`config.mk`:
```
export PLATFORM = sky130hd
export DESIGN_NAME = sha256_sigma_ch_unit
export DESIGN_NICKNAME = d
export VERILOG_FILES = /design/src/rtl/sha256_sigma_ch_unit.sv
export SDC_FILE = /design/constraint.sdc
export NUM_CORES = 1
export LEC_CHECK = 0
export BUFFER_PORTS_ARGS = -buffer_cell sky130_fd_sc_hd__buf_2
export CORE_MARGIN = 2
export CORE_UTILIZATION = 52
export DETAILED_ROUTE_END_ITERATION = 12
export GPL_TIMING_DRIVEN = 0
export HOLD_SLACK_MARGIN = 0.12
export PLACE_DENSITY = 0.86
export SLEW_MARGIN = 20
export SYNTH_ARGS = -nofsm -noshare
export SYNTH_HDL_FRONTEND = slang
export SYNTH_SLANG_ARGS = --single-unit
```
`constraint.sdc`:
```
create_clock -name clk -period 1.1 [get_ports clk]
set_input_delay 0 -clock clk [delete_from_list [all_inputs] [get_ports clk]]
set_output_delay 0 -clock clk [all_outputs]
set_load 0.01 [all_outputs]
```
`src/rtl/sha256_sigma_ch_unit.sv`:
```
// ---------------------------------------------------------------------------
// sha256_sigma_ch_unit
//
// One registered slice of the SHA-256 compression round. From the working
// variables it forms Sigma0(a), Sigma1(e) and Ch(e,f,g) combinationally and
// captures them in output registers, one clock after a valid input set. The
// results feed the T1/T2 adders of the round loop.
//
// Ports
//   clk        rising-edge clock
//   rst        asynchronous reset, active low (0 = in reset)
//   in_valid   a/e/f/g hold a valid set this cycle
//   a          working variable a (Sigma0 operand)
//   e          working variable e (Sigma1 operand, Ch selector)
//   f          working variable f (Ch value where e bit = 1)
//   g          working variable g (Ch value where e bit = 0)
//   out_valid  registered copy of in_valid
//   S0_val     Sigma0(a), registered
//   S1_val     Sigma1(e), registered
//   ch_val     Ch(e,f,g), registered
// ---------------------------------------------------------------------------
module sha256_sigma_ch_unit (
  input  logic        clk,
  input  logic        rst,
  input  logic        in_valid,
  input  logic [31:0] a,
  input  logic [31:0] e,
  input  logic [31:0] f,
  input  logic [31:0] g,
  output logic        out_valid,
  output logic [31:0] S0_val,
  output logic [31:0] S1_val,
  output logic [31:0] ch_val
);

  // 32-bit right rotate; n is always a constant 1..31 at the call sites.
  function automatic logic [31:0] rotr(input logic [31:0] x, input logic [4:0] n);
    rotr = (x >> n) | (x << (6'd32 - {1'b0, n}));
  endfunction

  function automatic logic [31:0] big_sigma0(input logic [31:0] x);
    big_sigma0 = rotr(x, 5'd2) ^ rotr(x, 5'd13) ^ rotr(x, 5'd22);
  endfunction

  function automatic logic [31:0] big_sigma1(input logic [31:0] x);
    big_sigma1 = rotr(x, 5'd6) ^ rotr(x, 5'd11) ^ rotr(x, 5'd25);
  endfunction

  // Bitwise multiplexer: f where the selector bit is set, g otherwise.
  function automatic logic [31:0] choose(input logic [31:0] sel,
                                         input logic [31:0] x1,
                                         input logic [31:0] x0);
    choose = (sel & x1) ^ (~sel & x0);
  endfunction

  logic [31:0] s0_p0;
  logic [31:0] s1_p0;
  logic [31:0] ch_p0;

  // Stage p0: combinational round functions of the current inputs.
  always_comb begin
    s0_p0 = big_sigma0(a);
    s1_p0 = big_sigma1(e);
    ch_p0 = choose(e, f, g);
  end

  // Stage p0 -> p1: output registers. Data loads only on a valid set and
  // otherwise holds; out_valid follows in_valid every cycle.
  always_ff @(posedge clk or negedge rst) begin
    if (!rst) begin
      out_valid <= 1'b0;
      S0_val    <= 32'h0000_0000;
      S1_val    <= 32'h0000_0000;
      ch_val    <= 32'h0000_0000;
    end else begin
      out_valid <= in_valid;
      if (in_valid) begin
        S0_val <= s0_p0;
        S1_val <= s1_p0;
        ch_val <= ch_p0;
      end
    end
  end

endmodule

```
==> reports/summary.txt <==
cell-internal power - 7.310 mW
Synth area leader - dfrtp_1
count of mapped cells out of synthesis - 344
initial antenna violation count - 0
Clock Power Share - 0.231
final std cells w/o fill - 839
Tot Pwr - 10.46 mW
share of the clock period used by the worst path after layout - 1.065
final standard cell area without fillers - 0.008248 mm^2
hold crit path type - primary input to async pin
fraction of post-synthesis cell area in the top cell type by area - 0.4461
H-tree depth reported by CTS - 3
switching power - 3.145 mW
number of nets in the layout - 830
simple-gate area share of the yosys netlist - 0.02207
run status - finished with violations
number of pins exceeding their max-slew limit in the final report - 0
total die area - 0.01130 mm^2
Worst R2R Setup Slack - 0.26 ns
number of library cell types mapped by synthesis - 10
total gr overflow - 0
layout cells sized above 1 - 0.4509
count of clock tree sinks - 97
number of nets produced by synthesis - 475
maximum number of buffers from clock root to sink - 2
number of search-and-repair iterations in the first detailed-routing pass - 4
number of global-route vias before repair - 5,029
placed cell count - 699
most common library cell in the layout ignoring fill and taps - buf_2
GR Util All Layers - 0.3449
share of synthesized area spent on multiplexers - 0.1920
#FFs+latches synth - 97
average vias per placed instance - 5.485
CP Cell Sequence - dlygate4sd3_1, buf_2, xor3_1, mux2_2
met1 Resource Use GR - 0.3757
number of warnings printed during yosys synthesis - 0
TritonCTS clock tree - built
number of fillers in the final layout - 543
CP max stage delay - 0.55 ns
DR iter-0 viols - 240
critical-path maximum fanout - 3
biggest area contributors in the synthesized netlist - dfrtp_1 45%, xor3_1 28%, mux2_2 13%
busiest metal layer after global routing - met2
CTS clock-pin slew for the worst setup and hold paths - 0.09 ns
final-report hold violation count - 0
initial cell density of the core - 0.5319
count of buffers inserted at the top-level ports - 218
Placed Area - 0.006736 mm^2
area of the core region - 0.01023 mm^2
Lkg Pwr - 4.281 nW
Max-cap violations - 0
Sequential Power Share - 0.432
actual slew at the worst max-slew pin - 0.7978 ns
worst path setup slack after routing - -0.07134 ns
I/O pin count - 228
FMAX - 853.7 MHz
clock latency reported for the late side of the worst-skew pair - 0.36 ns
Data required, critical path - 1.36 ns
clock period minus final worst setup slack - 1.171 ns
unrepaired setup endpoints after global routing - true
cell depth of the worst flop-to-flop path - 1
combinational fraction of design power - 0.337
critical-path cell with the highest stage delay - dlygate4sd3_1
total DRC errors in the routed layout - 0
Die Ht - 106.3 um
clock buffers created by TritonCTS - 9
violations in the final reports - negative setup slack
adder and majority gate portion of the synthesized area - 0
pwr/cell area - 1268 mW/mm^2
top library cells by usage in the layout, fill and taps aside - 217 x buf_2, 122 x dlygate4sd3_1, 97 x dfrtp_1, 64 x xor3_1, 62 x mux2_2
net switching share of the total power - 0.3008
gpl congestion - 0.8034
category of the worst setup path capture point - flop
met3 demand-to-capacity share in global routing - 0.07725
data arrival at the endpoint of the critical path - 1.43 ns
Crit Reg-Reg Endpoint - S0_val[25]
met2 demand-to-capacity share in global routing - 0.6026
share of the core filled with cells in the final layout - 0.8062
detailed placer's ending HPWL - 11,260 um
CP startpoint kind - primary input
Max transition margin - 0.4681
Syn Area/Cell - 15.82 um^2
worst slack at placement - -0.1336 ns
clock tree skew after final layout - 0 ns
source of the worst register-to-register timing path - S0_val[25]
largest family of logic cells by synthesized area - XOR/XNOR gates
standard-cell rows - 37
per-cell routed wire length - 23.18 um
largest net degree at the start of global routing - 51
final setup violation count - 5
Die X-Extent - 106.3 um
category of the most critical setup path - primary input to flop
routed wire length - 19,450 um
fraction of the mapped netlist area in compound gates - 0.02943
synthesized area - 0.005441 mm^2
XOR/XNOR share of the synthesized area - 0.2796
post-synthesis to final-layout area growth - 51.58%
routed via count - 4,602
Root Buffer - clkbuf_8
ANT cells - 0
antenna-violating nets left - 0
wire length of the first global-routing pass - 28,280 um
post-synthesis sequential area ratio - 0.4461
maximum ir drop on the vdd rail - 806.1 uV
kinds of logic (layout without fill, tap and decap cells):
logic type             after synthesis  count (layout)
AO/OA/AOI/OAI                       32              32
flip-flops                          97              97
AND/OR/NAND/NOR                     32              32
buffers and inverters               23             382
multiplexers                        96              96
XOR/XNOR                            64              64
through the flow:
stage / hold WS, ns / TNS (ns)
after detailed placement: -0.02458 / -3.135
after global placement: 0.1432 / -88.86
final: 0.1231 / -0.1269
after global routing: 0.1360 / -0.09362
after floorplan: -0.2956 / 0
after CTS: 0.1206 / 0
power by group through the flow:
stage	Combinational, mW	Sequential (mW)	Clock [mW]
6_report	3.52	4.52	2.41
3_3_place_gp	2.90	4.50	0
3_5_place_dp	3.01	4.53	0
2_1_floorplan	1.37	4.81	0
4_1_cts	3.37	4.47	2.42
5_1_grt	3.71	4.58	2.60
registers in the layout (all words and copies together) (netlist names):
register and flops:
S0_val 32, S1_val 32, ch_val 32, out_valid 1
per-layer routing:
metal	up-vias	wire, um	share of wire
li1	1938	-	-
met1	2282	6739	0.35
met2	275	10110	0.52
met3	107	1272	0.065
met4	0	1324	0.068
met5	-	0	0
how the worst max path moves through the flow:
| stage | start | to | depth (start not counted) |
|---|---|---|---|
| floorplan | in_valid | S1_val[10] | 3 |
| global placement | rst | ch_val[4] | 1 |
| detailed placement | in_valid | ch_val[11] | 5 |
| CTS | a[26] | S0_val[24] | 4 |
| global route | a[17] | S0_val[4] | 4 |
| finish | a[17] | S0_val[4] | 4 |
worst max-delay path, delay by kind of cell:
kind | cells | cell delay (ns)
xor gates and xnor gates | 1 | 0.43
buffers and inverters | 2 | 0.71
muxes | 1 | 0.29
what timing repair did:
item                                    4_1_cts  5_1_grt
hold buffers                                125        0
gates resized for setup                       0       16
endpoints found under the hold margin       189        0
setup buffers                                 0        2
endpoints found under the setup margin        0       13
cell type report:
| cell class | count | area [um^2] | share of cell area |
|---|---|---|---|
| plain buffers | 23 | 167.7 | 0.02033 |
| well taps | 136 | 170.2 | 0.02063 |
| clock inverters | 3 | 40.04 | 0.004854 |
| multi-input cells | 224 | 2850 | 0.3456 |
| flip-flops and latches | 97 | 2427 | 0.2943 |
| clock buffers | 12 | 155.1 | 0.01881 |
| repair buffers | 344 | 2437 | 0.2955 |
cell usage after synthesis:
| cell type | instances |
|---|---|
| dfrtp_1 | 97 |
| xor3_1 | 64 |
| mux2_2 | 63 |
| a21oi_1 | 32 |
| mux2i_1 | 32 |
| nor2_1 | 32 |
| buf_2 | 11 |
| buf_6 | 9 |
| clkbuf_1 | 3 |
| mux2_4 | 1 |
Note: power is estimated with default switching activity, not from simulation.
